<file path="src/rtl/ifetch_queue.sv">
// ifetch_queue: in-order instruction fetch with credit-limited requests, redirect flush and a decoupling FIFO
module ifetch_queue #(
  parameter int DEPTH = 4,
  parameter int MAX_OUTSTANDING = 2,
  parameter logic [31:0] RESET_PC = 32'h0
) (
  input  logic        clk,
  input  logic        reset,
  input  logic        redirect,
  input  logic [31:0] redirectPc,
  output logic        imemReq,
  output logic [31:0] imemAddr,
  input  logic        imemGnt,
  input  logic        imemRValid,
  input  logic [31:0] imemRData,
  output logic        instrValid,
  input  logic        instrReady,
  output logic [31:0] instr,
  output logic [31:0] instrPc
);
  localparam int AW = $clog2(DEPTH);
  logic [31:0] fetchPc, respPc, credit;
  logic [2:0]  outstanding, dropCount;
  logic [AW:0] wrPtr, rdPtr, occupancy;
  logic [31:0] fifoPc [DEPTH];
  logic [31:0] fifoInstr [DEPTH];
  logic        grant, rsp, enq, deq;
  assign instrValid = wrPtr != rdPtr;
  assign instr = instrValid ? fifoInstr[rdPtr[AW-1:0]] : '0;
  assign instrPc = instrValid ? fifoPc[rdPtr[AW-1:0]] : '0;
  assign imemAddr = fetchPc;
  // credit check counts buffered plus live in-flight words so the FIFO can never overflow
  always_comb begin
    occupancy = wrPtr - rdPtr;
    credit = 32'(occupancy) + 32'(outstanding) - 32'(dropCount);
    imemReq = !reset && !redirect && 32'(outstanding) < 32'(MAX_OUTSTANDING) && credit < 32'(DEPTH);
    grant = imemReq && imemGnt;
    rsp = imemRValid && outstanding != '0;
    enq = rsp && dropCount == '0 && !redirect;
    deq = instrValid && instrReady && !redirect;
  end
  // fetch/response bookkeeping; a redirect flushes the FIFO and turns in-flight requests into drops
  always_ff @(posedge clk or posedge reset)
    if (reset) begin
      fetchPc <= RESET_PC;
      respPc <= RESET_PC;
      outstanding <= '0;
      dropCount <= '0;
      wrPtr <= '0;
      rdPtr <= '0;
    end else if (redirect) begin
      fetchPc <= {redirectPc[31:2], 2'b00};
      respPc <= {redirectPc[31:2], 2'b00};
      outstanding <= outstanding - 3'(rsp);
      dropCount <= outstanding - 3'(rsp);
      rdPtr <= wrPtr;
    end else begin
      if (grant) fetchPc <= fetchPc + 32'd4;
      if (enq) respPc <= respPc + 32'd4;
      outstanding <= outstanding + 3'(grant) - 3'(rsp);
      if (rsp && dropCount != '0) dropCount <= dropCount - 3'd1;
      if (enq) wrPtr <= wrPtr + (AW+1)'(1);
      if (deq) rdPtr <= rdPtr + (AW+1)'(1);
    end
  // entry storage needs no reset: outputs are gated by instrValid
  always_ff @(posedge clk)
    if (enq) begin
      fifoPc[wrPtr[AW-1:0]] <= respPc;
      fifoInstr[wrPtr[AW-1:0]] <= imemRData;
    end
endmodule

</file>
<file path="config.mk">
export PLATFORM = sky130hd
export DESIGN_NAME = ifetch_queue
export DESIGN_NICKNAME = d
export VERILOG_FILES = /design/src/rtl/ifetch_queue.sv
export SDC_FILE = /design/constraint.sdc
export NUM_CORES = 1
export LEC_CHECK = 0
export CAP_MARGIN = 25
export CORE_MARGIN = 3
export CORE_UTILIZATION = 60
export CTS_CLUSTER_DIAMETER = 80
export DETAILED_ROUTE_END_ITERATION = 7
export DONT_BUFFER_PORTS = 1
export GPL_TIMING_DRIVEN = 0
export PLACE_DENSITY = 0.8
export RECOVER_POWER = 100
export SKIP_LAST_GASP = 1
export SYNTH_ARGS = -nofsm -noshare
export SYNTH_HDL_FRONTEND = slang
export SYNTH_SLANG_ARGS = --single-unit
export TNS_END_PERCENT = 20
</file>
<file path="constraint.sdc">
create_clock -name clk -period 12.4 [get_ports clk]
set_input_delay 0.62 -clock clk [delete_from_list [all_inputs] [get_ports clk]]
set_output_delay 0.62 -clock clk [all_outputs]
set_load 0.01 [all_outputs]
</file>
-- Yosys cells after proc, flatten, opt, wreduce, memory -nomap -nowiden
Memories as Yosys holds them, arrays and structs flattened.
Index checks and enable logic that the tools add are counted.
- output and inout port bits: 98
- memory bits (writable): 256
- bits in registers: 76
- memories: 2
- memories (memory ; depth ; width ; rd ports ; clocked after Yosys merged registers in ; wr ports ; RTL line ; text):
    fifoInstr ; 4 ; 32 ; 1 ; 0 ; 1 ; 26 ; logic [31:0] fifoInstr [DEPTH];
    fifoPc ; 4 ; 32 ; 1 ; 0 ; 1 ; 25 ; logic [31:0] fifoPc [DEPTH];
- bitwise operators: 1
- order comparisons: 2
- $add $sub $neg: 11
- reduce and logical (&&, ||, !) cells: 20
- mux-type cells: 13
- equal/unequal tests: 1
- operators by type and width (cell ; count):
    32-bit 2-to-1 mux ; 6
    32-bit by 3-bit adder with 32-bit output (second input constant) ; 2
    32-bit by 3-bit less-than comparator with 1-bit output (second input constant) ; 1
    3-bit 2-to-1 mux ; 5
    1-bit logical AND ; 10
    2-bit nonzero test ; 4
    3-bit by 1-bit adder with 3-bit output (second input constant) ; 2
    3-bit nonzero test ; 2
    3-bit by 1-bit subtractor with 3-bit output ; 2
    4-bit by 3-bit subtractor with 5-bit output ; 1
    3-bit by 3-bit adder with 4-bit output ; 1
    3-bit by 1-bit adder with 3-bit output ; 1
    3-bit zero test ; 1
    3-bit by 2-bit less-than comparator with 1-bit output (second input constant) ; 1
    3-bit inequality test ; 1
    3-bit by 1-bit subtractor with 3-bit output (second input constant) ; 1
    3-bit subtractor ; 1
    1-bit zero test ; 2
    1-bit 2-to-1 mux ; 2
    2-bit AND reduction ; 1
    1-bit NOT ; 1

-- Longest topological paths before layout
Gate-level depths: netlist (run 1).
- depth in word-level cells: 9
- gate-level depth with buffers: 18
- depth with buffers taken out: 16

-- Worst setup path after synthesis (run 1)
No wires, ideal clock.
- path kind: reg-to-reg
- start point: register wrPtr[0]
- end point: register outstanding[2]
- setup slack: 8.168 ns
- data required time: 12.317 ns
- arrival time: 4.149 ns
- stages on the path, launching flop included: 19
- library setup time: 0.083 ns
- cells stage by stage: dfrtp_1 -> inv_1 -> ha_1 -> fa_1 -> fa_1 -> inv_1 -> ha_1 -> and3b_4 -> or4_4 -> buf_6 -> buf_8 -> nand2_1 -> nand2_1 -> ha_1 -> inv_1 -> ha_1 -> fa_1 -> xor2_1 -> o21ai_0
- longest elaborated chain between the ends: 9
- ends and longest elaborated chain (what ; RTL line ; text):
    start: declaration ; 24 ; logic [AW:0] wrPtr, rdPtr, occupancy;
    start signal: assignment ; 62 ; if (enq) wrPtr <= wrPtr + (AW+1)'(1);
    3-bit subtractor ; 34 ; occupancy = wrPtr - rdPtr;
    3-bit by 3-bit adder with 4-bit output ; 35 ; credit = 32'(occupancy) + 32'(outstanding) - 32'(dropCount);
    4-bit by 3-bit subtractor with 5-bit output ; 35 ;
    32-bit by 3-bit less-than comparator with 1-bit output ; 36 ; imemReq = !reset && !redirect && 32'(outstanding) < 32'(MAX_OUTSTANDING) && credit < 32'(DEPTH);
    1-bit logical AND ; 36 ;
    1-bit logical AND ; 37 ; grant = imemReq && imemGnt;
    3-bit by 1-bit adder with 3-bit output ; 60 ; outstanding <= outstanding + 3'(grant) - 3'(rsp);
    3-bit by 1-bit subtractor with 3-bit output ; 60 ;
    3-bit 2-to-1 mux ; 51 ; end else if (redirect) begin
    end signal: assignment ; 54 ; outstanding <= outstanding - 3'(rsp);
    end signal: assignment ; 60 ;
    end: declaration ; 23 ; logic [2:0] outstanding, dropCount;
No other way between the ends.
A chain may end at the register's enable or synchronous reset.

-- Worst setup path in the final report (run 1)
- start point: register dropCount[0]
- end point: memory fifoInstr[3][8] (enable)
- longest elaborated chain between the ends: 5
- ends and longest elaborated chain (what ; RTL line ; text):
    start: declaration ; 23 ;
    start signal: assignment ; 55 ; dropCount <= outstanding - 3'(rsp);
    start signal: assignment ; 61 ; if (rsp && dropCount != '0) dropCount <= dropCount - 3'd1;
    3-bit zero test ; 39 ; enq = rsp && dropCount == '0 && !redirect;
    1-bit logical AND (2 in series) ; 39 ;
    1-bit 2-to-1 mux ; 67 ; if (enq) begin
    1-bit 2-to-1 mux (implied by the code) ; 69 ; fifoInstr[wrPtr[AW-1:0]] <= imemRData;
    end: declaration ; 26 ;
No other way between the ends.

==> impl_results.md, run 1 <==
- Reg2reg start: dropCount[0]$_DFFE_PP0P_
- GRT Overall Usage: 22.7%
- Nature of the critical path endpoint: flip-flop
- Via count: between 7,000 and 8,000
- Worst slew pin tran: between 4000 and 5000 ps
- GR Overflow Total: 0
- Adder-cell share of the synthesized area: ~2.3%
- Compound-Gate Fraction of Synth Area: around 4.0%
- Run status: complete, but fails checks
- Die H: about 160 µm
- HP Class: input port to flip-flop
- Iter 0 DRT Violations: about 470
- Post-Synth XOR/XNOR Area: about 3.3%
- DRC errors left: 0
- Post-synth ARST share: 22.5%
- Max-cap violations: 5
- Antenna-violating nets left: 0
- H-tree levels: 2
- Resize count post-CTS: 0
- DR vias/cell: slightly above 6
- Largest family of logic cells by synthesized area: multiplexers
- Synth Cell Area: 0.0140 mm²
- Crit Path Category: flip-flop to flip-flop
- Area grow syn2layout: 10.7%
- Routed WL per cell: roughly 23 µm
- Drt first pass iters: 4
- Hold depth: 0
- Die width: around 160 µm
- Clk_skew: roughly 11 ps
- Worst hold endpoint: fifoInstr[1][16]$_DFFE_PP_
- CTS tree: built
- Leakage: about 0.0053 µW
- Worst rel slew slack: -211%
- Layout cell share with drive strength beyond 1: between 15 and 20%
- Arrival time worst endpoint: 5330 ps
- PwrDens: ~220 mW/mm²
- Clock sink count: 320
- Setup Buffers After CTS: 0
- Num CTS Buffers: 34
- Worst EP required: around 12,000 ps
- Gp weighted congestion: between 0.9 and 1
- Post-Synthesis Cells: between 800 and 900
- Final count of negative-setup-slack endpoints: 0
- Starting Density: between 60% and 70%
- Largest net degree at the start of global routing: 64
- Initial antenna violation count: 1
- Total Power: around 3400 µW
- WL final: 28,500 µm
- Top FF cell, synth: edfxtp_1
- Worst VDD drop: 0.149 mV
- CP max FO: 63
- Clock latency on the worst-skew pair: approximately 500 ps
- Post-synth EDFFs: 248
- Min Tclk post-route: between 5000 and 6000 ps
- Syn Area/Cell: around 16 µm²
- N_diodes: 0
- IO buf count: 0
- Unrepaired setup endpoints after global routing: no
- Die Area: 0.0252 mm²
- Post-synthesis mux area share: 12.2%
- Root Buffer: clkbuf_16
- Vias in the first global route: ~8,000
- HPWL Detailed: around 19,000 µm
- Final net count: roughly 1,000
- Number of synthesized register bits: 320
- Max frequency: around 190 MHz
- Final hold vios: 0
- CTS clk-pin slew, worst paths: about 60 ps
- Critical register-to-register path endpoint: fifoInstr[3][8]$_DFFE_PP_
- Min Hold Slack: 213 ps
- Period utilization: around 43%
- Distinct cell type count after synthesis: a little under 60
- FF-to-FF setup slack: 7050 ps
- First-pass GRT wire length: between 40,000 and 50,000 µm
- I/O Pins: about 170
- Cell count of the worst reg-to-reg path: 5
- Final Max Slew Viols: 316
- Synth warn: 0
- Longest Clk Path Bufs: 3
- Row count: 55
- Core box area: about 0.023 mm²
- Register area share after synthesis: about two thirds
- Post-synthesis simple-gate area fraction: a little under a tenth
- Failing checks: capacitance limit, slew limit
- HP Start: imemRData[16]
- Final setup TNS: 0 ps
- CTS Hold Bufs: 1
- Critical Path Start Type: flip-flop
==> per-layer routing <==
metal  vias to the layer above  share of wire [%]  global-route usage (%)
li1                       3422                  -                       -
met1                      3810                 41                    31.5
met2                       295                 46                    34.9
met3                        66                8.9                    6.47
met4                         2                3.4                    8.32
met5                         -              0.042                       0
==> where the power goes <==
group	switching [µW]	internal [µW]	leakage, µW
Clock	391	629	0.000562
Sequential	82.5	1250	0.00306
Combinational	591	425	0.00166
Total	1070	2300	0.00528
==> worst max-delay path: stages, from the launching register on <==
cell and delay, ps:
dfrtp_1 410, inv_1 90, ha_1 170, nand2b_1 120, nor3_1 560, and2_0 3410
==> state kept, by name, indices dropped and copies added, names as in the netlist <==
register     cells
fifoInstr      128
fifoPc         120
imemAddr        30
respPc          30
dropCount        3
outstanding      3
rdPtr            3
wrPtr            3
==> per-stage QoR <==
step	setup slack (ps)	util, %	area (µm²)	instances
global route	6510	68.0	15500	1249
finish	7050	68.0	15500	1249
detailed placement	7700	63.4	14400	1187
CTS	7660	68.4	15600	1249
global placement	7850	63.2	14400	1186
floorplan	8170	-	14000	873
==> kinds of logic (layout without fill, tap and decap cells) <==
group,count (synthesis),after routing
buf+inv,77,140
other cells,1,4
simple gates,228,228
xor+xnor,52,52
flops,320,320
mux,91,91
fa+ha+maj,23,23
compound gates,78,78
==> cells in the mapped netlist (20+ instances only) <==
master / count / area share (%)
clkbuf_1: 28 / 0.75
xnor2_1: 20 / 1.3
mux4_2: 62 / 10
nor2_1: 21 / 0.56
xor2_1: 32 / 2.0
dfrtp_1: 72 / 13
inv_1: 29 / 0.78
edfxtp_1: 248 / 53
nand2_1: 23 / 0.62
and2_1: 67 / 3.0
nand4_1: 29 / 1.3
nand3_1: 29 / 1.0
mux2_2: 22 / 1.8
==> cell type report <==
cell class                      count  area [µm²]
Sequential cell                   320        9250
Fill cell                        1523        7280
Multi-Input combinational cell    476        4360
Clock buffer                       42         912
Tap cell                          313         392
Buffer                             48         236
Clock inverter                     19         224
Inverter                           29         110
Timing Repair Buffer                2        13.8
==> cell usage in the layout (no fill, tap or decap), types with 3 or more instances in the layout <==
| cell | count |
|---|---|
| ha_1 | 19 |
| o311a_1 | 6 |
| nor4_1 | 4 |
| xor2_1 | 32 |
| mux2i_1 | 7 |
| mux2_2 | 22 |
| and2_0 | 67 |
| dfrtp_1 | 72 |
| xnor2_1 | 20 |
| a31oi_1 | 4 |
| o31a_1 | 4 |
| conb_1 | 4 |
| inv_1 | 28 |
| mux4_2 | 62 |
| clkinv_1 | 5 |
| o21ai_0 | 17 |
| and4_1 | 10 |
| nor2_1 | 21 |
| edfxtp_1 | 248 |
| clkbuf_1 | 38 |
| bufinv_16 | 5 |
| fa_1 | 4 |
| buf_4 | 5 |
| a2111oi_0 | 3 |
| clkinv_2 | 7 |
| a21boi_0 | 10 |
| buf_2 | 5 |
| a21oi_1 | 18 |
| clkbuf_16 | 35 |
| nand4_1 | 29 |
| nand2_1 | 23 |
| nor3_1 | 8 |
| a211oi_1 | 7 |
| nand3_1 | 29 |
| nand2b_1 | 11 |
| buf_6 | 4 |
| and3_1 | 13 |
==> worst max path at each step <==
stage	start	end	slack, ps	depth (start not counted)
after floorplan	wrPtr[0]$_DFFE_PP0P_	outstanding[2]$_DFF_PP0_	8170	18
after global placement	wrPtr[0]$_DFFE_PP0P_	outstanding[2]$_DFF_PP0_	7850	18
after detailed placement	wrPtr[0]$_DFFE_PP0P_	outstanding[2]$_DFF_PP0_	7700	18
after CTS	wrPtr[0]$_DFFE_PP0P_	outstanding[2]$_DFF_PP0_	7660	18
after global routing	dropCount[0]$_DFFE_PP0P_	wrPtr[2]$_DFFE_PP0P_	6510	6
final	dropCount[0]$_DFFE_PP0P_	fifoInstr[3][8]$_DFFE_PP_	7050	5
(Power assumes the default switching activity.)
==> run 2, diff against run 1 <==
--- a/config.mk
+++ b/config.mk
@@ -7,12 +7,12 @@
 export LEC_CHECK = 0
 export CAP_MARGIN = 25
 export CORE_MARGIN = 3
-export CORE_UTILIZATION = 60
+export CORE_UTILIZATION = 57
 export CTS_CLUSTER_DIAMETER = 80
 export DETAILED_ROUTE_END_ITERATION = 7
 export DONT_BUFFER_PORTS = 1
 export GPL_TIMING_DRIVEN = 0
-export PLACE_DENSITY = 0.8
+export PLACE_DENSITY = 0.79
 export RECOVER_POWER = 100
 export SKIP_LAST_GASP = 1
 export SYNTH_ARGS = -nofsm -noshare
==> constraint.sdc (replaced) <==
create_clock -name clk -period 4.55 [get_ports clk]
set_input_delay 0.2275 -clock clk [delete_from_list [all_inputs] [get_ports clk]]
set_output_delay 0.2275 -clock clk [all_outputs]
set_load 0.01 [all_outputs]
==> impl_results.md, run 2 (synthesis gave the netlist of run 1 again) <==
- Setup ws final: 166 ps (-6890 ps)
- Period utilization: 96.4% (+53 points)
- Core box area: 0.0238 mm² (+4.6%)
- Switch share: 32.6% (+0.99 points)
- Via count: 8,010 (+5.5%)
- Worst slew pin tran: 2960 ps (-1700 ps)
- Area grow syn2layout: 15.1%
- Crit Path Category: flip-flop to flip-flop
- Met1 WL: 12,700 µm (+8.5%)
- Nature of the critical path endpoint: flip-flop
- Worst EP required: 4910 ps (-7470 ps)
- Logic pwr share: 32.4% (+2.2 points)
- HP Class: input port to flip-flop
- Layout cell share with drive strength beyond 1: 17.2% (+0.38 points)
- CTS tree: built
- Row count: 56 (+1.8%)
- P_int: 6190 µW (+170%)
- I/O Pins: 168 (unchanged)
- H-tree levels: 2 (unchanged)
- Psw: 3000 µW (+180%)
- Antenna-violating nets left: 0 (unchanged)
- Longest Clk Path Bufs: 3 (unchanged)
- Iter 0 DRT Violations: 682 (+44%)
- Max reg flops: 128 (unchanged)
- Routed WL per cell: 23.8 µm (+4.3%)
- Final net count: 1,065 (+6.1%)
- Commonest non-fill, non-tap cell in the layout: edfxtp_1
- GR Overflow Total: 0 (unchanged)
- Min Tclk post-route: 4380 ps (-963 ps)
- Min Hold Slack: 10.0 ps (-203 ps)
- Total Power: 9190 µW (+170%)
- Starting Density: 58.7% (-2.7 points)
- Leakage: 0.00555 µW (+5.0%)
- Commonest non-fill, non-tap cells in the layout: edfxtp_1, dfrtp_1, and2_1, mux4_2, dlygate4sd3_1
- Initial antenna violation count: 1 (unchanged)
- Final hold vios: 0 (unchanged)
- Gp weighted congestion: 0.894 (-5.7%)
- GRT Overall Usage: 24.1% (+1.4 points)
- Worst rel slew slack: -97.5% (+110 points)
- HPWL Detailed: 20,500 µm (+9.0%)
- Largest net degree at the start of global routing: 56 (-13%)
- Met3 wire length: 2920 µm (+15%)
- CP max FO: 10 (-84%)
- Die H: 163 µm (+2.5%)
- Critical Path Start Type: flip-flop
- Pre-CTS setup slack: -108 ps (-7810 ps)
- Dpl cell area: 0.0145 mm² (+0.71%)
- Run status: complete, but fails checks
- Clock power share: 28.1% (-2.2 points)
- DR vias/cell: 6.08 (about the same)
- CTS clk-pin slew, worst paths: 60 ps (about the same)
- Clock sink count: 320 (unchanged)
- Drt first pass iters: 5 (+1)
- Top Metal Used: met4
- Num CTS Buffers: 34 (unchanged)
- Vias in the first global route: 8,489 (+7.0%)
- Placed cells: 1,197 (+0.84%)
- Arrival time worst endpoint: 4740 ps (-590 ps)
- Final count of negative-setup-slack endpoints: 0 (unchanged)
- Seq pwr share: 39.4% (about the same)
- WL final: 31,300 µm (+10%)
- Worst VDD drop: 0.312 mV (+110%)
- Failing checks: capacitance limit, slew limit
- Die width: 163 µm (+2.5%)
- Routed length on met2: 14,900 µm (+13%)
- PwrDens: 571 mW/mm² (+160%)
- Clk_skew: 18.1 ps (+7.16 ps)
- Final Max Slew Viols: 170 (-46%)
- Die Area: 0.0265 mm² (+5.1%)
- Root Buffer: clkbuf_16
- Post-Layout Cell Count: 1,318 (+5.5%)
- First-pass GRT wire length: 49,300 µm (+9.7%)
- Max frequency: 228 MHz (+22%)
- DRC errors left: 0 (unchanged)
- IO buf count: 0 (unchanged)
- Max-cap violations: 4 (-1)
- Clock latency on the worst-skew pair: 510 ps (about the same)
- Fin area: 0.0161 mm² (+3.9%)
## run 2: changes by cell type in the layout (fill, tap and decap cells not counted), moves of 2 or more
cell	previous run	this run
a2111oi_0	3	0
and2_0	67	4
and2_1	1	63
buf_12	0	2
buf_4	5	8
bufinv_16	5	2
clkbuf_1	38	35
clkbuf_2	1	3
clkinv_1	5	11
diode_2	0	2
dlygate4sd3_1	1	55
## run 2: layer usage
layer / vias to the layer above / global-route usage [%]
met5: - / 0
met4: 0 / 6.88
met3: 63 / 5.87
met2: 399 / 37.9
met1: 3999 / 34.2
li1: 3549 / -
## run 2: final timing paths
path                                            from                        to  slack, ps  cells past startpoint
worst max-delay path            wrPtr[0]$_DFFE_PP0P_  outstanding[2]$_DFF_PP0_        170                     18
worst max register to register  wrPtr[0]$_DFFE_PP0P_  outstanding[2]$_DFF_PP0_        170                     18
worst min-delay path                  redirectPc[29]  imemAddr[29]$_DFFE_PP0N_         10                      2
min in group asynchronous                      reset   imemAddr[4]$_DFFE_PP0N_        360                      2
worst min register to register  wrPtr[2]$_DFFE_PP0P_      wrPtr[2]$_DFFE_PP0P_        520                      1
max in group asynchronous                      reset    respPc[20]$_DFFE_PP0N_        940                      3
## run 2: power by group through the flow
stage	Clock [µW]	Sequential, µW	Combinational (µW)
global placement	0	3670	2800
detailed placement	0	3670	2880
CTS	2630	3610	2970
floorplan	0	3600	2230
global route	2750	3650	3270
finish	2590	3620	2980
## run 2: what timing repair did
action	CTS	global route
gates resized for setup	2	7
setup endpoints to repair	2	2
buffers inserted	0	3
hold endpoints to repair	240	0
pin swaps	1	3
hold buffers	55	0
## run 2: stage by stage
stage / setup TNS (ps) / util (%)
after floorplan: 0 / -
after global placement: -31.4 / 60.5
after detailed placement: -177 / 61.0
after CTS: 0 / 67.7
after global routing: -23.7 / 67.6
final: 0 / 67.6
## run 2: final cells by class
| class | instances | area (µm²) |
|---|---|---|
| diodes | 2 | 5.00 |
| plain buffers | 48 | 256 |
| clock buffers | 41 | 898 |
| clock inverters | 20 | 140 |
| fillers | 1608 | 7720 |
| inverters | 29 | 110 |
| multi-input cells | 476 | 4420 |
| flip-flops and latches | 320 | 9250 |
| well taps | 319 | 399 |
| repair buffers | 63 | 627 |
## run 2: critical path: stages, from the launching register on
cell and delay (ps):
dfrtp_1 390, inv_2 80, ha_2 180, fa_2 460, fa_1 490, inv_1 40, ha_1 280, and3b_4 210
or4_4 520, buf_6 160, buf_8 150, nand2_4 90, nand2_1 70, ha_1 310, inv_1 40, ha_1 180
fa_1 380, xor2_1 160, o21ai_1 60
==> run 3, diff against run 2 <==
--- a/config.mk
+++ b/config.mk
@@ -7,12 +7,12 @@
 export LEC_CHECK = 0
 export CAP_MARGIN = 25
 export CORE_MARGIN = 3
-export CORE_UTILIZATION = 57
+export CORE_UTILIZATION = 40
 export CTS_CLUSTER_DIAMETER = 80
 export DETAILED_ROUTE_END_ITERATION = 7
 export DONT_BUFFER_PORTS = 1
 export GPL_TIMING_DRIVEN = 0
-export PLACE_DENSITY = 0.79
+export PLACE_DENSITY = 0.6
 export RECOVER_POWER = 100
 export SKIP_LAST_GASP = 1
 export SYNTH_ARGS = -nofsm -noshare
==> impl_results.md, run 3 (synthesis gave the netlist of run 1 again) <==
- Run status: complete, but fails checks
- Failing checks: capacitance limit, slew limit
- Max-cap violations: 4 (unchanged)
- Die width: 193 µm (+19%)
- Commonest non-fill, non-tap cells in the layout: edfxtp_1, dfrtp_1, and2_0, mux4_2, dlygate4sd3_1
- First-pass GRT wire length: 47,600 µm (-3.4%)
- Area grow syn2layout: 16.2%
- Iter 0 DRT Violations: 461 (-32%)
- Unrepaired setup endpoints after global routing: no
- Seq pwr share: 39.1% (-0.3 points)
- Hold depth: 2 (unchanged)
- Longest Clk Path Bufs: 3 (unchanged)
- Pre-CTS setup slack: -61.8 ps (+45.8 ps)
- Worst EP required: 4970 ps (+60 ps)
- Vias in the first global route: 7,997 (-5.8%)
- Worst VDD drop: 0.280 mV (-10%)
- Placed cells: 1,326 (+11%)
- Switch share: 32.7% (+0.090 points)
- Cell count of the worst reg-to-reg path: 18 (unchanged)
- DR vias/cell: 5.39 (-11%)
- HP Class: input port to flip-flop
- Final count of negative-setup-slack endpoints: 0 (unchanged)
- HPWL Detailed: 21,000 µm (+2.5%)
- Period utilization: 96.3% (-0.11 points)
- Crit Path Category: flip-flop to flip-flop
- Final core occ: 47.8% (-20 points)
- Clock power share: 29.5% (+1.4 points)
- Starting Density: 41.1% (-18 points)
- Max frequency: 228 MHz (+0.11%)
- Row count: 67 (+20%)
- CTS clk-pin slew, worst paths: 60 ps (about the same)
- Dpl cell area: 0.0147 mm² (+1.2%)
- Logic pwr share: 31.4% (-1.0 points)
- PwrDens: 569 mW/mm² (-0.34%)
- Antenna-violating nets left: 0 (unchanged)
- Min Tclk post-route: 4380 ps (-4.79 ps)
- Total Power: 9250 µW (+0.67%)
- H-tree levels: 2 (unchanged)
- Nature of the critical path endpoint: flip-flop
- Worst hold endpoint: wrPtr[0]$_DFFE_PP0P_
- Arrival time worst endpoint: 4800 ps (+60 ps)
- FF-to-FF setup slack: 170 ps (about the same)
- IO buf count: 0 (unchanged)
- Final net count: 1,066 (+0.094%)
- Final hold vios: 0 (unchanged)
- Clock latency on the worst-skew pair: 510 ps (about the same)
- Drt first pass iters: 4 (-1)
- Critical Path Start Type: flip-flop
- I/O Pins: 168 (unchanged)
- GRT Overall Usage: 16.8% (-7.3 points)
- Leakage: 0.00553 µW (-0.30%)
- HP Start: redirect
- Die Area: 0.0373 mm² (+41%)
- Critical register-to-register path endpoint: outstanding[2]$_DFF_PP0_
- Max reg flops: 128 (unchanged)
- DRC errors left: 0 (unchanged)
- Routed WL per cell: 21.7 µm (-8.7%)
- Core box area: 0.0340 mm² (+43%)
- GR Overflow Total: 0 (unchanged)
- Psw: 3030 µW (+0.95%)
- CTS tree: built
- P_int: 6220 µW (+0.54%)
- Post-Layout Cell Count: 1,447 (+9.8%)
- Clk_skew: 9.15 ps (-8.91 ps)
- Via count: 7,798 (-2.6%)
- Reg2reg start: wrPtr[0]$_DFFE_PP0P_
- Die H: 193 µm (+19%)
- Initial antenna violation count: 1 (unchanged)
- Final Max Slew Viols: 206 (+21%)
- Layout cell share with drive strength beyond 1: 16.5% (-0.62 points)
- Commonest non-fill, non-tap cell in the layout: edfxtp_1
- CP max FO: 10 (unchanged)
- Worst rel slew slack: -64.5% (+33 points)
- Fin area: 0.0163 mm² (+1.0%)
- Root Buffer: clkbuf_16
- WL final: 31,400 µm (+0.19%)
- Largest net degree at the start of global routing: 55 (-1.8%)
- Num CTS Buffers: 35 (+2.9%)
- Clock sink count: 320 (unchanged)
- Gp weighted congestion: 0.883 (-1.2%)
- Setup ws final: 170 ps (+4.79 ps)
- Worst slew pin tran: 2470 ps (-495 ps)
## run 3: changes by cell type in the layout (fill, tap and decap cells not counted), moves of 2 or more
cell | previous run | this run
a2111oi_0 | 0 | 3
and2_0 | 4 | 67
and2_1 | 63 | 1
buf_12 | 2 | 0
buf_4 | 8 | 6
clkbuf_1 | 35 | 38
clkinv_1 | 11 | 7
clkinv_2 | 6 | 4
clkinvlp_4 | 0 | 2
## run 3: timing repair
item,CTS,global route
pin swaps,0,2
buffers inserted,0,1
hold buffers,56,0
gates resized for setup,2,3
endpoints found under the hold margin,243,0
endpoints found under the setup margin,2,2
## run 3: per-layer routing
| metal | global-route usage (%) | vias to the layer above | share of wire [%] |
|---|---|---|---|
| li1 | - | 3559 | - |
| met1 | 23.5 | 3930 | 45 |
| met2 | 26.8 | 266 | 46 |
| met3 | 3.89 | 43 | 7.3 |
| met4 | 4.31 | 0 | 1.9 |
| met5 | 0 | - | 0 |
## run 3: how the worst max path moves through the flow
| stage | cells after the start | start | endpoint |
|---|---|---|---|
| detailed placement | 18 | wrPtr[0]$_DFFE_PP0P_ | outstanding[2]$_DFF_PP0_ |
| floorplan | 18 | wrPtr[0]$_DFFE_PP0P_ | outstanding[2]$_DFF_PP0_ |
| finish | 18 | wrPtr[0]$_DFFE_PP0P_ | outstanding[2]$_DFF_PP0_ |
| CTS | 18 | wrPtr[0]$_DFFE_PP0P_ | outstanding[2]$_DFF_PP0_ |
| global placement | 18 | wrPtr[0]$_DFFE_PP0P_ | outstanding[2]$_DFF_PP0_ |
| global route | 18 | wrPtr[0]$_DFFE_PP0P_ | outstanding[2]$_DFF_PP0_ |
## run 3: layout make-up
cell class	instances	area, µm²
Antenna cell	1	2.50
Buffer	48	255
Clock buffer	43	927
Clock inverter	19	185
Fill cell	2986	17800
Inverter	29	110
Multi-Input combinational cell	476	4380
Sequential cell	320	9250
Tap cell	448	561
Timing Repair Buffer	63	596
## run 3: power by group through the flow
stage | clock (µW) | sequential, µW | combinational [µW]
after floorplan | 0 | 3600 | 2230
after global placement | 0 | 3680 | 2890
after detailed placement | 0 | 3670 | 2940
after CTS | 2800 | 3610 | 3020
after global routing | 2910 | 3650 | 3240
final | 2730 | 3620 | 2900
## run 3: through the flow
step                hold slack [ps]  setup TNS (ps)
finish                         12.8               0
detailed placement              133           -84.9
CTS                            8.55               0
global placement                327           -11.3
global route                   29.3               0
floorplan                       326               0
## run 3: worst max-delay path: stages, from the launching register on
cell,delay (ps)
dfrtp_1,380
inv_2,80
ha_1,210
fa_1,480
fa_1,500
inv_1,40
ha_1,280
and3b_4,200
or4_4,510
buf_6,150
buf_8,140
nand2_4,90
nand2_1,60
ha_1,300
inv_1,40
ha_1,180
fa_1,370
xor2_1,160
o21ai_0,140
